`config.mk`:
```
export PLATFORM = sky130hd
export DESIGN_NAME = timing_cnt_gen
export DESIGN_NICKNAME = d
export VERILOG_FILES = /design/src/rtl/timing_gen_pkg.sv /design/src/rtl/trig_sync_edge.sv /design/src/rtl/timing_cnt_gen.sv
export SDC_FILE = /design/constraint.sdc
export NUM_CORES = 1
export LEC_CHECK = 0
export CORE_AREA = 2 2 241 243
export CTS_CLUSTER_DIAMETER = 60
export DETAILED_ROUTE_END_ITERATION = 8
export DIE_AREA = 0 0 243 245
export DONT_BUFFER_PORTS = 1
export PLACE_DENSITY = 0.48
export SETUP_SLACK_MARGIN = 0.15
export SLEW_MARGIN = 0
export SYNTH_ARGS = -nofsm -noshare
export SYNTH_HDL_FRONTEND = slang
export SYNTH_SLANG_ARGS = --single-unit
```
`constraint.sdc`:
```
create_clock -name clk -period 11.3 [get_ports clk]
set_input_delay 3.39 -clock clk [delete_from_list [all_inputs] [get_ports clk]]
set_output_delay 3.39 -clock clk [all_outputs]
set_load 0.02 [all_outputs]
```
`src/rtl/timing_gen_pkg.sv`:
```
// Shared types and defaults for the CMLK timing generator.
// Optional external trigger support is selected with TIMING_CNT_EXT_TRIG_EN.
package timing_gen_pkg;

  typedef enum logic [1:0] {
    ST_IDLE  = 2'd0,
    ST_ARMED = 2'd1,
    ST_RUN   = 2'd2
  } state_t;

  localparam int DEF_CNT_WIDTH   = 32;
  localparam int DEF_NUM_CH      = 4;
  localparam int DEF_FRAME_WIDTH = 16;

endpackage

// Channel ch of a flattened compare bus (ch0 in the LSBs), each w bits wide.
`define TCG_CH_SLICE(bus, ch, w) bus[(ch)*(w) +: (w)]

```
`src/rtl/trig_sync_edge.sv`:
```
// Two-flop synchronizer plus registered rising-edge pulse for the external trigger.
// Used only when TIMING_CNT_EXT_TRIG_EN is defined; trigger-to-pulse is 3 clocks.
module trig_sync_edge (
  input  logic clk,
  input  logic rst_n,
  input  logic trig_async,
  output logic pulse
);

  logic sync1;
  logic sync2;
  logic prev;

  always_ff @(posedge clk) begin
    if (!rst_n) begin
      sync1 <= 1'b0;
      sync2 <= 1'b0;
      prev  <= 1'b0;
      pulse <= 1'b0;
    end else begin
      sync1 <= trig_async;
      sync2 <= sync1;
      prev  <= sync2;
      pulse <= sync2 & ~prev;
    end
  end

endmodule

```
`src/rtl/timing_cnt_gen.sv`:
```
// Master frame counter with frame-boundary shadow loading of period and compare words.
// TIMING_CNT_EXT_TRIG_EN adds ext_trig and an ARMED state between start and the first frame.
//
// state    | meaning
// ST_IDLE  | stopped, compares forced 0, waiting for start
// ST_ARMED | started, outputs idle-forced, waiting for ext_trig edge (optional)
// ST_RUN   | counting frames
module timing_cnt_gen
  import timing_gen_pkg::*;
#(
  parameter int CNT_WIDTH   = DEF_CNT_WIDTH,
  parameter int NUM_CH      = DEF_NUM_CH,
  parameter int FRAME_WIDTH = DEF_FRAME_WIDTH
) (
  input  logic                        clk,
  input  logic                        rst_n,
  input  logic                        start,
  input  logic                        stop,
  input  logic                        update_req,
  input  logic [CNT_WIDTH-1:0]        period_in,
  input  logic [FRAME_WIDTH-1:0]      frame_num_in,
  input  logic [NUM_CH*CNT_WIDTH-1:0] cmp_rise_in,
  input  logic [NUM_CH*CNT_WIDTH-1:0] cmp_fall_in,
`ifdef TIMING_CNT_EXT_TRIG_EN
  input  logic                        ext_trig,
`endif
  output logic [CNT_WIDTH-1:0]        cnt_out,
  output logic [NUM_CH*CNT_WIDTH-1:0] cmp_rise_out,
  output logic [NUM_CH*CNT_WIDTH-1:0] cmp_fall_out,
  output logic                        frame_start,
  output logic [FRAME_WIDTH-1:0]      frame_cnt_out,
  output logic                        busy,
  output logic                        done,
  output logic                        update_ack
);

  localparam int BUS_W = NUM_CH * CNT_WIDTH;

  state_t                 state;
  logic [CNT_WIDTH-1:0]   period_q;
  logic [FRAME_WIDTH-1:0] frame_num_q;
  logic [BUS_W-1:0]       rise_sh;
  logic [BUS_W-1:0]       fall_sh;
  logic                   stop_pending;
  logic                   upd_pending;

  logic                   at_wrap;
  logic [FRAME_WIDTH-1:0] fc_next;
  logic [CNT_WIDTH-1:0]   period_clamped;
  logic                   run_ends;

  assign at_wrap        = (cnt_out == period_q - CNT_WIDTH'(1));
  assign fc_next        = frame_cnt_out + FRAME_WIDTH'(1);
  assign period_clamped = (period_in == '0) ? CNT_WIDTH'(1) : period_in;
  assign run_ends       = ((frame_num_q != '0) && (fc_next == frame_num_q)) || stop_pending;

`ifdef TIMING_CNT_EXT_TRIG_EN
  logic trig_pulse;

  trig_sync_edge u_trig_sync_edge (
    .clk        (clk),
    .rst_n      (rst_n),
    .trig_async (ext_trig),
    .pulse      (trig_pulse)
  );
`endif

  always_ff @(posedge clk) begin
    if (!rst_n) begin
      state         <= ST_IDLE;
      period_q      <= '0;
      frame_num_q   <= '0;
      rise_sh       <= '0;
      fall_sh       <= '0;
      stop_pending  <= 1'b0;
      upd_pending   <= 1'b0;
      cnt_out       <= '0;
      cmp_rise_out  <= '0;
      cmp_fall_out  <= '0;
      frame_start   <= 1'b0;
      frame_cnt_out <= '0;
      busy          <= 1'b0;
      done          <= 1'b0;
      update_ack    <= 1'b0;
    end else begin
      frame_start <= 1'b0;
      done        <= 1'b0;
      update_ack  <= 1'b0;
      if (update_req) upd_pending <= 1'b1;

      case (state)
        ST_IDLE: begin
          if (start) begin
            period_q      <= period_clamped;
            frame_num_q   <= frame_num_in;
            rise_sh       <= cmp_rise_in;
            fall_sh       <= cmp_fall_in;
            upd_pending   <= update_req;
            update_ack    <= 1'b1;
            stop_pending  <= 1'b0;
            busy          <= 1'b1;
            cnt_out       <= '0;
            frame_cnt_out <= '0;
`ifdef TIMING_CNT_EXT_TRIG_EN
            state         <= ST_ARMED;
`else
            state         <= ST_RUN;
            frame_start   <= 1'b1;
            cmp_rise_out  <= cmp_rise_in;
            cmp_fall_out  <= cmp_fall_in;
`endif
          end
        end

`ifdef TIMING_CNT_EXT_TRIG_EN
        ST_ARMED: begin
          if (stop) begin
            state <= ST_IDLE;
            busy  <= 1'b0;
            done  <= 1'b1;
          end else if (trig_pulse) begin
            state        <= ST_RUN;
            frame_start  <= 1'b1;
            cnt_out      <= '0;
            cmp_rise_out <= rise_sh;
            cmp_fall_out <= fall_sh;
          end
        end
`endif

        ST_RUN: begin
          if (stop) stop_pending <= 1'b1;
          if (at_wrap) begin
            frame_cnt_out <= fc_next;
            cnt_out       <= '0;
            if (run_ends) begin
              state        <= ST_IDLE;
              busy         <= 1'b0;
              done         <= 1'b1;
              stop_pending <= 1'b0;
              cmp_rise_out <= '0;
              cmp_fall_out <= '0;
            end else begin
              frame_start <= 1'b1;
              // A request seen only at this edge waits for the next wrap.
              if (upd_pending) begin
                period_q     <= period_clamped;
                rise_sh      <= cmp_rise_in;
                fall_sh      <= cmp_fall_in;
                cmp_rise_out <= cmp_rise_in;
                cmp_fall_out <= cmp_fall_in;
                update_ack   <= 1'b1;
                upd_pending  <= update_req;
              end
            end
          end else begin
            cnt_out <= cnt_out + CNT_WIDTH'(1);
          end
        end

        default: begin
          state <= ST_IDLE;
          busy  <= 1'b0;
        end
      endcase
    end
  end

endmodule

```
# == Word level (Yosys, flattened, before mapping) ==
# Index checks and enable logic that the tools add are counted.
# word_totals
inputBits,309
word_cells,88
ff_bits,360
# op_classes
muxes,50
n_addsub,3
n_eq_ne,9
reduce_logical,13
# ops
cell,n
two-way mux 128 bit,8
case mux 128 bit (2 select lines),2
two-way mux 32 bit,7
case mux 32 bit (2 select lines),2
adder 32 x 1 -> 32 bit (second input constant),1
== test 32 bit,1
zero test 32 bit,1
two-way mux 16 bit,2
case mux 16 bit (2 select lines),1
subtractor 32 x 1 -> 32 bit (second input constant),1
two-way mux 1 bit,19
adder 16 x 1 -> 16 bit (second input constant),1
== test 16 bit,1
nonzero test 16 bit,1
inequality test 2 bit (second input constant),5
case mux 1 bit (2 select lines),5
AND reduction 3 bit,3
two-way mux 2 bit,3
AND reduction 5 bit,1
case mux 2 bit (2 select lines),1
AND reduction 2 bit,2
AND reduction 4 bit,1
inequality test 3 bit (second input constant),1
== test 2 bit (second input constant),1
other kinds (4),4

# == Longest topological paths before layout ==
# Gate-level depths: netlist of run 1.
# logic_depth
depth_word,7
mapped_depth,15

# == Least setup slack after synthesis of run 1 ==
# No wires, ideal clock.
# synth_path
path_type,input to register
startpoint,in start
endpoint,reg cmp_fall_out[52]
arrival_time_ns,4.723
stages,7
setup_slack_ns,6.518
n_path_buf,3
cell_sequence,nand2_1 > clkbuf_1 > nand2_1 > a21oi_1 > clkbuf_1 > clkbuf_1 > a22o_1
# synth_via
elab_chain_cells,2
# synth_lines
item,line,text
from (decl),timing_cnt_gen.sv:17,"input logic start,"
inequality test 2 bit (no source line),--,
AND reduction 4 bit (no source line),--,
to (signal assigned),timing_cnt_gen.sv:110,cmp_fall_out <= cmp_fall_in;
to (signal assigned),timing_cnt_gen.sv:151,cmp_fall_out <= cmp_fall_in;
to (decl),timing_cnt_gen.sv:29,"output logic [NUM_CH*CNT_WIDTH-1:0] cmp_fall_out,"
# Every way passes these cells.
# A chain may end at the register's enable or synchronous reset.

# == Final worst setup path of run 1 ==
# layout_path
startpoint,in start
endpoint,reg cmp_fall_out[84]
# The elaborated chain is that of the path after synthesis.

==> results_tabular.tex, run 1 <==
\begin{tabular}{lr}
\hline
Metric & Value \\
\hline
\multicolumn{2}{l}{\textbf{Worst setup path}} \\
\quad Critical Path End Type & flop \\
\quad Largest fanout of any net on the critical path & 85 \\
\quad Crit path largest cell delay & 0.76 ns \\
\quad Largest delay contributor family on the critical path & buffers and inverters \\
\quad Data arrival time of the worst path & about 6.6 ns \\
\quad Required time worst endpoint & 11.78 ns \\
\quad Crit start category & primary input \\
\quad CP max stage cell & buf\_4 \\
\quad Kind of critical path & primary input to flop \\
\quad Ordered cell list for the critical path & nand2\_1 > nand2\_1 > a21oi\_4 > buf\_4 > buf\_4 > a22o\_1 \\
\quad Buffering stage count on the worst path with inverters included & 2 \\
\multicolumn{2}{l}{\textbf{CTS}} \\
\quad Clock buffers created by TritonCTS & 42 \\
\quad Hold buffers post-CTS & 0 \\
\quad CTS tree & yes \\
\quad Clock edge transition at the registers on the reported setup and hold paths & 0.06 ns \\
\quad Latest clock arrival within the worst-skew pair & 0.56 ns \\
\quad Clock root buffer & clkbuf\_16 \\
\quad Number of sinks driven by the clock tree & around 360 \\
\quad Buffers inserted by post-CTS timing repair & 0 \\
\quad H-tree depth reported by CTS & 2 \\
\quad Maximum number of buffers from clock root to sink & 3 \\
\quad CTS resizes & 0 \\
\multicolumn{2}{l}{\textbf{Floorplanning}} \\
\quad Die X & 243 um \\
\quad Total number of placement rows & 88 \\
\quad Die Outline Area & 59500 um2 \\
\quad Core region area & 57000 um2 \\
\quad Die extent in y & 245 um \\
\quad Boundary pin count & 617 \\
\quad Initial Utilization & 24.6\% \\
\multicolumn{2}{l}{\textbf{Hold path}} \\
\quad Path class of the lowest-slack min-delay path & flop to flop \\
\multicolumn{2}{l}{\textbf{Synthesis}} \\
\quad Flip-flop cell with the highest count after synthesis & dfxtp\_1 \\
\quad Total standard cell area after synthesis & around 14000 um2 \\
\quad Synth top area share & between 50\% and 60\% \\
\quad Synth area leaders & dfxtp\_1, a22o\_1, nand2\_1 \\
\quad Synthesis-stage register bit count & 358 \\
\quad Number of distinct library cells after synthesis & 66 \\
\quad Number of synthesized flops with an enable pin & 0 \\
\quad Post-synth top cells & dfxtp\_1, a22o\_1, nand2\_1 \\
\quad Fraction of the yosys area taken by sequential cells & 51.0\% \\
\quad Cell taking the most area after synthesis & dfxtp\_1 \\
\quad Synthesis warning total & 0 \\
\quad Net count of the mapped netlist & between 1500 and 2000 \\
\quad Post-Syn Instances & 1406 \\
\quad Mean Syn Cell Area & 9.99 um2 \\
\quad Cell with the most instances after synthesis & dfxtp\_1 \\
\quad FFs w/ async S/R, synth & 0\% \\
\multicolumn{2}{l}{\textbf{STA}} \\
\quad Achievable clock frequency & 0.164 GHz \\
\quad Setup repair after global routing missed its margin & false \\
\quad Min cycle time layout & 6.09 ns \\
\quad Final slew viol count & 0 \\
\quad Actual transition at the worst max-transition pin & approximately 1.2 ns \\
\quad Total negative setup slack & 0 ns \\
\quad Final hold vios & 0 \\
\quad Slew Limit Headroom & 21.4\% \\
\quad Final period utilization & 53.9\% \\
\quad Setup Skew & 0.0134 ns \\
\quad Final-report setup violation count & 0 \\
\multicolumn{2}{l}{\textbf{Final layout}} \\
\quad Design Area, Final & 15900 um2 \\
\quad Layout Nets & 1655 \\
\quad Ratio of cells with drive above 1 in the final layout & under 10\% \\
\quad Area growth from synthesis to final layout & 13.1\% \\
\multicolumn{2}{l}{\textbf{Global route}} \\
\quad Overall global routing resource usage & 15.7\% \\
\quad Global-route wire length before repair & about 71 mm \\
\quad Largest net degree at the start of global routing & 113 \\
\quad Number of global-route vias before repair & around 10000 \\
\quad Remaining global-route overflow & 0 \\
\quad Number of antenna violations at the first check in global routing & 7 \\
\multicolumn{2}{l}{\textbf{Drt}} \\
\quad Total Routed Length & 50.4 mm \\
\quad Iteration count of the initial detailed-routing pass & 5 \\
\quad Highest layer used for signal routing & met4 \\
\quad Vias per Instance & 5.16 \\
\quad Final routed wire length divided by cell count & 23.5 um \\
\quad Post-DRT Antenna Nets & 0 \\
\quad Routed wl met2 & 25.3 mm \\
\quad Amount of wire on met3 after detailed routing & approximately 4 mm \\
\quad Routed metal-1 wire length & around 19 mm \\
\quad DRC violation count after routing & 0 \\
\quad Via Count & approximately 11000 \\
\quad Starting DRT DRC Count & $\sim$750 \\
\multicolumn{2}{l}{\textbf{Power and ir drop}} \\
\quad Highest ir drop seen on vdd & 113 uV \\
\quad Pwr per Cell Area & 194 nW/um2 \\
\quad Standby leakage power & 5.89 nW \\
\multicolumn{2}{l}{\textbf{Placed design}} \\
\quad Final RePlAce weighted congestion & 0.903 \\
\quad Input/output buffers & 0 \\
\quad DP Area & 14400 um2 \\
\quad HPWL Detailed & 37.8 mm \\
\multicolumn{2}{l}{\textbf{Run}} \\
\quad Max Cap Viol & 0 \\
\multicolumn{2}{l}{\textbf{Outcome}} \\
\quad Outcome & finished, final reports clean \\
\hline
\end{tabular}
-- cell usage in the layout (no fill, tap or decap), types with 5 or more instances in the layout --
| cell type | Yosys | final |
|---|---|---|
| inv_6 | 0 | 5 |
| inv_1 | 19 | 19 |
| clkinv_2 | 0 | 7 |
| a221o_1 | 8 | 8 |
| clkbuf_16 | 0 | 42 |
| buf_4 | 2 | 12 |
| o211ai_1 | 6 | 6 |
| nor2_1 | 49 | 49 |
| nand3b_1 | 8 | 8 |
| xor2_1 | 23 | 23 |
| a211oi_1 | 7 | 7 |
| nand2_1 | 120 | 120 |
| or3_1 | 5 | 5 |
| a31oi_1 | 5 | 5 |
| and4_1 | 6 | 6 |
| dfxtp_1 | 358 | 358 |
| xnor2_1 | 40 | 40 |
| mux2i_1 | 5 | 5 |
| a21oi_1 | 43 | 42 |
| nor4_1 | 35 | 35 |
| a22o_1 | 262 | 262 |
| nand4_1 | 23 | 23 |
| clkbuf_1 | 59 | 9 |
| or4_1 | 13 | 13 |
| o21ai_0 | 62 | 62 |
| and3_1 | 18 | 18 |
| a21o_1 | 9 | 9 |
| nor3_1 | 27 | 25 |
| clkbuf_8 | 0 | 7 |
| nand3_1 | 58 | 58 |
| o31ai_1 | 9 | 9 |
| nand2b_1 | 5 | 5 |
-- metal layers --
metal  vias to the layer above  track usage, %
met4                         0            6.12
met1                      5340            17.7
met2                       502            27.8
li1                       5146               -
met5                         -               0
met3                        80            4.69
-- final cells by class --
cell class / count / area [um2]
clock inverters: 20 / 245
inverters: 20 / 75.1
clock buffers: 58 / 1180
well taps: 765 / 957
diodes: 2 / 5.00
multi-input cells: 909 / 6160
flip-flops and latches: 358 / 7170
fillers: 5970 / 41200
repair buffers: 12 / 90.1
-- registers in the layout, indices dropped and copies added, names as in the netlist --
name	cells
period_q	32
busy	1
upd_pending	1
stop_pending	1
update_ack	1
frame_num_q	16
frame_cnt_out	16
cmp_rise_out	128
cmp_fall_out	128
done	1
cnt_out	32
frame_start	1
-- worst register-to-register path, cell delays in order (launching register included) --
cell      delay, ns
dfxtp_1        0.40
nor4_2         0.66
nand4_1        0.45
or4_1          0.65
a211oi_2       0.31
nand4b_1       0.15
or4_4          0.57
o21ai_4        0.17
buf_4          0.48
and2_4         0.71
buf_4          0.83
a22o_1         0.39
-- logic make-up after synthesis --
group                    count (synthesis)  share of synthesized area (%)
buffers and inverters                  139                           5.38
XOR/XNOR                                63                           3.93
AND/OR/NAND/NOR                        391                           14.2
adder cells (fa/ha/maj)                  3                          0.267
multiplexers                             9                          0.677
AO/OA/AOI/OAI                          443                           24.5
flip-flops                             358                           51.0
-- power breakdown --
part / internal, mW / switching (mW) / leakage, nW
Clock: 0.833 / 0.555 / 0.704
Sequential: 1.33 / 0.143 / 2.93
Combinational: 0.0923 / 0.125 / 2.25
-- final timing paths --
| check | from | to | slack, ns | cells after the start |
|---|---|---|---|---|
| max | start | cmp_fall_out[84] | 5.21 | 6 |
| min | period_q[31] | period_q[31] | 0.47 | 2 |
| max reg2reg | period_q[4] | cmp_fall_out[78] | 5.47 | 11 |
| min reg2reg | period_q[31] | period_q[31] | 0.47 | 2 |
-- stage by stage --
| step | power (mW) | hold WS, ns | util (%) | instances | setup WS, ns |
|---|---|---|---|---|---|
| 6_report | 3.08 | 0.472 | 27.8 | 2144 | 5.21 |
| 5_1_grt | 3.20 | 0.517 | 27.8 | 2143 | 5.01 |
| 4_1_cts | 3.12 | 0.478 | 27.8 | 2142 | 5.24 |
| 3_5_place_dp | 1.72 | 0.472 | 25.3 | 2064 | 4.64 |
| 3_3_place_gp | 1.72 | 0.464 | 25.3 | 2064 | 4.71 |
| 2_1_floorplan | 1.65 | 0.448 | - | 1406 | 6.52 |
(Power assumes the default switching activity.)
==> run 2: changes to the inputs <==
==> constraint.sdc (replaced) <==
create_clock -name clk -period 6.15 [get_ports clk]
set_input_delay 1.845 -clock clk [delete_from_list [all_inputs] [get_ports clk]]
set_output_delay 1.845 -clock clk [all_outputs]
set_load 0.02 [all_outputs]
==> results_tabular.tex, run 2 (synthesis gave the netlist of run 1 again) <==
\begin{tabular}{lr}
\hline
Metric & Value \\
\hline
\multicolumn{2}{l}{\textbf{Outcome}} \\
\quad Outcome & finished, final reports clean \\
\multicolumn{2}{l}{\textbf{Drt}} \\
\quad Total Routed Length & 49.8 mm \\
\quad Vias per Instance & 5.14 \\
\quad Post-DRT Antenna Nets & 0 \\
\quad Via Count & 11000 \\
\quad DRC violation count after routing & 0 \\
\quad Starting DRT DRC Count & 692 \\
\quad Iteration count of the initial detailed-routing pass & 5 \\
\quad Final routed wire length divided by cell count & 23.2 um \\
\multicolumn{2}{l}{\textbf{Worst setup path}} \\
\quad Number of gates on the worst path with buffers counted & 9 \\
\quad Data arrival time of the worst path & 5.51 ns \\
\quad Ordered cell list for the critical path & nor4\_2 > nand4\_1 > or4\_1 > a211oi\_2 > nand4b\_1 > nor4\_1 > a21oi\_4 > buf\_12 > a22o\_1 \\
\quad Largest fanout of any net on the critical path & 154 \\
\quad Depth of the worst register-to-register path & 9 \\
\quad Required time worst endpoint & 6.57 ns \\
\quad CP max stage cell & nor4\_1 \\
\quad Crit path largest cell delay & 0.95 ns \\
\quad Crit start category & flop \\
\quad Largest delay contributor family on the critical path & simple AND/OR/NAND/NOR gates \\
\quad Critical Path End Type & flop \\
\quad Buffering stage count on the worst path with inverters included & 1 \\
\quad Kind of critical path & flop to flop \\
\multicolumn{2}{l}{\textbf{Global route}} \\
\quad Overall global routing resource usage & 15.6\% \\
\quad Number of antenna violations at the first check in global routing & 7 \\
\quad Largest net degree at the start of global routing & 155 \\
\quad Remaining global-route overflow & 0 \\
\quad Global-route wire length before repair & 70.6 mm \\
\quad Number of global-route vias before repair & 10200 \\
\multicolumn{2}{l}{\textbf{Final layout}} \\
\quad Ratio of cells with drive above 1 in the final layout & 7.76\% \\
\quad Most common library cell in the layout ignoring fill and taps & dfxtp\_1 \\
\quad Area growth from synthesis to final layout & 13.4\% \\
\quad Layout Nets & 1656 \\
\quad Number of fill cells & 6009 \\
\quad Utilization after layout & 27.9\% \\
\quad Largest registers & cmp\_fall\_out: 128 flops, cmp\_rise\_out: 128 flops \\
\quad Most frequent cells in the layout & dfxtp\_1, a22o\_1, nand2\_1 \\
\multicolumn{2}{l}{\textbf{STA}} \\
\quad Final-report setup violation count & 0 \\
\quad Setup repair after global routing missed its margin & false \\
\quad Final slew viol count & 0 \\
\quad Final period utilization & between 80 and 90\% \\
\quad Final hold vios & 0 \\
\quad Total negative setup slack & 0 ns \\
\quad Min cycle time layout & 5.09 ns \\
\quad Setup Skew & 0.0185 ns \\
\quad Actual transition at the worst max-transition pin & 1.22 ns \\
\quad Achievable clock frequency & about 0.20 GHz \\
\quad Slew Limit Headroom & between 15 and 20\% \\
\multicolumn{2}{l}{\textbf{Floorplanning}} \\
\quad Initial Utilization & between 20 and 25\% \\
\quad Core region area & 57000 um2 \\
\quad Die Outline Area & 59500 um2 \\
\quad Die extent in y & about 250 um \\
\quad Total number of placement rows & 88 \\
\quad Die X & 243 um \\
\quad Boundary pin count & 617 \\
\multicolumn{2}{l}{\textbf{Power and ir drop}} \\
\quad Pwr per Cell Area & 354 nW/um2 \\
\quad Total power of the final layout & 5.64 mW \\
\quad Highest ir drop seen on vdd & 191 uV \\
\quad Standby leakage power & 5.90 nW \\
\multicolumn{2}{l}{\textbf{Hold path}} \\
\quad Hold-critical path depth & 2 \\
\quad Path class of the lowest-slack min-delay path & flop to flop \\
\multicolumn{2}{l}{\textbf{CTS}} \\
\quad Clock root buffer & clkbuf\_16 \\
\quad Latest clock arrival within the worst-skew pair & between 0.5 and 0.6 ns \\
\quad Buffers inserted by post-CTS timing repair & 0 \\
\quad Clock edge transition at the registers on the reported setup and hold paths & 0.05 ns \\
\quad CTS resizes & 0 \\
\quad Hold buffers post-CTS & 0 \\
\quad CTS tree & yes \\
\quad Number of sinks driven by the clock tree & between 300 and 400 \\
\quad Maximum number of buffers from clock root to sink & 3 \\
\quad H-tree depth reported by CTS & 2 \\
\quad Clock buffers created by TritonCTS & 43 \\
\multicolumn{2}{l}{\textbf{Placed design}} \\
\quad HPWL Detailed & around 37 mm \\
\quad Input/output buffers & 0 \\
\quad Final RePlAce weighted congestion & 0.888 \\
\multicolumn{2}{l}{\textbf{Run}} \\
\quad Max Cap Viol & 0 \\
\hline
\end{tabular}
==> run 2: changes by cell type in the layout (fill, tap and decap cells not counted), moves of 2 or more <==
cell / delta
bufinv_16: -2
clkbuf_1: -3
clkinv_4: +2
buf_4: -3
clkinvlp_4: +2
clkbuf_8: +2
buf_12: +3
==> run 2: area by class of cell <==
class | instances | area [um2] | area share (%)
inverter | 20 | 75.1 | 0.472
clock inverter | 21 | 210 | 1.32
tap | 765 | 957 | 6.01
clock buffer | 58 | 1220 | 7.68
antenna | 1 | 2.50 | 0.0157
multi-input combinational | 909 | 6160 | 38.7
sequential | 358 | 7170 | 45.0
timing repair buffer | 12 | 128 | 0.802
==> run 2: path summary, 6_finish.rpt <==
| check | start | end | slack [ns] |
|---|---|---|---|
| worst max-delay path | period_q[4] | cmp_fall_out[101] | 1.06 |
| worst min-delay path | period_q[31] | period_q[31] | 0.47 |
| worst max register to register | period_q[4] | cmp_fall_out[101] | 1.06 |
| worst min register to register | period_q[31] | period_q[31] | 0.47 |
==> run 2: layer usage <==
| metal | part of all wire [%] | track usage (%) | routed length, um |
|---|---|---|---|
| met4 | 2.9 | 5.23 | 1420 |
| met3 | 8.0 | 4.80 | 3970 |
| met1 | 38 | 17.5 | 18700 |
| met5 | 0 | 0 | 0 |
| met2 | 52 | 28.2 | 25700 |
==> run 2: power by group <==
part           internal [mW]  switching (mW)  leakage, nW
clock network           1.50            1.04        0.702
registers               2.45           0.263         2.93
logic                  0.171           0.225         2.26
==> run 2: worst register-to-register path: stages (launching register included) <==
cell,delay [ns]
dfxtp_1,0.40
nor4_2,0.67
nand4_1,0.46
or4_1,0.65
a211oi_2,0.31
nand4b_1,0.16
nor4_1,0.95
a21oi_4,0.36
buf_12,0.30
a22o_1,0.71
==> run 2: through the flow <==
| step | cell area [um2] | cells | worst slack [ns] | hold slack [ns] |
|---|---|---|---|---|
| finish | 15900 | 2144 | 1.06 | 0.471 |
| global route | 15900 | 2143 | 0.829 | 0.491 |
| CTS | 15900 | 2143 | 1.13 | 0.472 |
| detailed placement | 14500 | 2064 | 1.13 | 0.465 |
| global placement | 14500 | 2064 | 1.12 | 0.467 |
| floorplan | 14000 | 1406 | 2.45 | 0.448 |
==> run 3: changes to the inputs <==
==> constraint.sdc (replaced) <==
create_clock -name clk -period 5 [get_ports clk]
set_input_delay 1.5 -clock clk [delete_from_list [all_inputs] [get_ports clk]]
set_output_delay 1.5 -clock clk [all_outputs]
set_load 0.02 [all_outputs]
==> results_tabular.tex, run 3 (synthesis gave the netlist of run 1 again) <==
\begin{tabular}{lr}
\hline
Metric & Value \\
\hline
\multicolumn{2}{l}{\textbf{Power and ir drop}} \\
\quad Standby leakage power & $\sim$6 nW \\
\quad Pwr per Cell Area & around 430 nW/um2 \\
\quad Highest ir drop seen on vdd & 322 uV \\
\multicolumn{2}{l}{\textbf{Floorplanning}} \\
\quad Boundary pin count & about 600 \\
\quad Die extent in y & $\sim$250 um \\
\quad Die Outline Area & just under 60000 um2 \\
\quad Core region area & approximately 57000 um2 \\
\quad Initial Utilization & 24.6\% \\
\quad Total number of placement rows & 88 \\
\quad Die X & 243 um \\
\multicolumn{2}{l}{\textbf{Final layout}} \\
\quad Area growth from synthesis to final layout & 14.9\% \\
\quad Largest registers & cmp\_fall\_out: 128 flops, cmp\_rise\_out: 128 flops \\
\quad Layout Nets & 1680 \\
\quad Ratio of cells with drive above 1 in the final layout & 9.14\% \\
\quad Utilization after layout & 28.3\% \\
\quad Most common library cell in the layout ignoring fill and taps & dfxtp\_1 \\
\quad Design Area, Final & 16100 um2 \\
\quad Most frequent cells in the layout & dfxtp\_1, a22o\_1, nand2\_1 \\
\multicolumn{2}{l}{\textbf{STA}} \\
\quad Final period utilization & between 80\% and 90\% \\
\quad Slew Limit Headroom & 45.9\% \\
\quad Actual transition at the worst max-transition pin & 0.804 ns \\
\quad Final worst-path setup slack & 0.725 ns \\
\quad Final slew viol count & 0 \\
\quad Total negative setup slack & 0 ns \\
\quad Min cycle time layout & 4.27 ns \\
\quad Worst Hold Slack & 0.477 ns \\
\quad Setup Skew & 0.0253 ns \\
\quad Achievable clock frequency & approximately 0.23 GHz \\
\quad Setup repair after global routing missed its margin & false \\
\quad Final hold vios & 0 \\
\quad Final-report setup violation count & 0 \\
\multicolumn{2}{l}{\textbf{Drt}} \\
\quad Starting DRT DRC Count & about 700 \\
\quad Total Routed Length & about 50 mm \\
\quad Post-DRT Antenna Nets & 0 \\
\quad Final routed wire length divided by cell count & 23.0 um \\
\quad Via Count & 11000 \\
\quad Iteration count of the initial detailed-routing pass & 5 \\
\quad Vias per Instance & 5.06 \\
\quad DRC violation count after routing & 0 \\
\multicolumn{2}{l}{\textbf{Global route}} \\
\quad Largest net degree at the start of global routing & approximately 130 \\
\quad Number of global-route vias before repair & 10300 \\
\quad Remaining global-route overflow & 0 \\
\quad Number of antenna violations at the first check in global routing & 12 \\
\quad Global-route wire length before repair & 70.7 mm \\
\quad Overall global routing resource usage & 15.7\% \\
\multicolumn{2}{l}{\textbf{Placed design}} \\
\quad HPWL Detailed & between 30 and 40 mm \\
\quad Final RePlAce weighted congestion & 0.855 \\
\quad DP Area & 14700 um2 \\
\quad Worst setup slack before clock tree synthesis & 0.788 ns \\
\quad Input/output buffers & 0 \\
\multicolumn{2}{l}{\textbf{Hold path}} \\
\quad Path class of the lowest-slack min-delay path & flop to flop \\
\quad Hold-critical path depth & 2 \\
\multicolumn{2}{l}{\textbf{Run}} \\
\quad Max Cap Viol & 0 \\
\multicolumn{2}{l}{\textbf{CTS}} \\
\quad CTS tree & yes \\
\quad Latest clock arrival within the worst-skew pair & 0.57 ns \\
\quad Maximum number of buffers from clock root to sink & 3 \\
\quad Clock root buffer & clkbuf\_16 \\
\quad H-tree depth reported by CTS & 2 \\
\quad Clock buffers created by TritonCTS & 43 \\
\quad CTS resizes & 0 \\
\quad Clock edge transition at the registers on the reported setup and hold paths & 0.06 ns \\
\quad Number of sinks driven by the clock tree & around 360 \\
\quad Buffers inserted by post-CTS timing repair & 0 \\
\quad Hold buffers post-CTS & 0 \\
\multicolumn{2}{l}{\textbf{Worst setup path}} \\
\quad Critical Path End Type & flop \\
\quad Required time worst endpoint & $\sim$5.5 ns \\
\quad Crit start category & flop \\
\quad Data arrival time of the worst path & 4.76 ns \\
\quad Depth of the worst register-to-register path & 10 \\
\quad Kind of critical path & flop to flop \\
\quad Largest fanout of any net on the critical path & 125 \\
\multicolumn{2}{l}{\textbf{Outcome}} \\
\quad Outcome & finished, final reports clean \\
\hline
\end{tabular}
## run 3: changes by cell type in the layout (fill, tap and decap cells not counted), moves of 2 or more
cell       delta
clkbuf_1      +2
bufinv_16     +2
inv_8         +2
inv_6         -4
buf_4        +23
clkbuf_8      -4
diode_2       +3
## run 3: cell type report
| type | count | area (um2) |
|---|---|---|
| diodes | 4 | 10.0 |
| clock buffers | 57 | 1200 |
| clock inverters | 21 | 256 |
| fillers | 5944 | 40900 |
| inverters | 20 | 75.1 |
| multi-input cells | 909 | 6150 |
| flip-flops and latches | 358 | 7170 |
| well taps | 765 | 957 |
| repair buffers | 36 | 320 |
## run 3: final timing paths
check	start	end	slack, ns
hold reg to reg	period_q[31]	period_q[31]	0.48
setup / recovery	period_q[0]	cmp_rise_out[14]	0.73
setup reg to reg	period_q[0]	cmp_rise_out[14]	0.73
hold / removal	period_q[31]	period_q[31]	0.48
## run 3: per-layer routing
metal / GRT usage, % / vias to the layer above / part of all wire, % / routed length [um]
met5: 0 / - / 0.10 / 51
met4: 6.59 / 8 / 4.0 / 1990
met3: 5.87 / 102 / 9.3 / 4630
met2: 27.7 / 488 / 50 / 25000
met1: 17.0 / 5182 / 37 / 18200
li1: - / 5196 / - / -
## run 3: stage by stage
| step | instances | total power [mW] |
|---|---|---|
| final | 2170 | 7.00 |
| after global routing | 2166 | 7.29 |
| after CTS | 2166 | 7.11 |
| after detailed placement | 2088 | 3.90 |
| after global placement | 2088 | 3.89 |
| after floorplan | 1406 | 3.74 |
## run 3: worst max-delay path, stage by stage (launching register included)
cell and delay (ns):
dfxtp_1 0.36, or4_1 0.64, or3_1 0.40, a32o_1 0.26, a211oi_1 0.38, nand4b_1 0.23, or4_4 0.69, o21ai_4 0.20
and2_4 0.22, buf_12 0.32, a22o_1 0.24
## run 3: where the power goes
part	leakage [nW]	total, mW	internal (mW)	switching, mW
combinational	2.39	0.499	0.219	0.280
clock	0.706	3.17	1.92	1.25
sequential	2.93	3.33	3.01	0.320
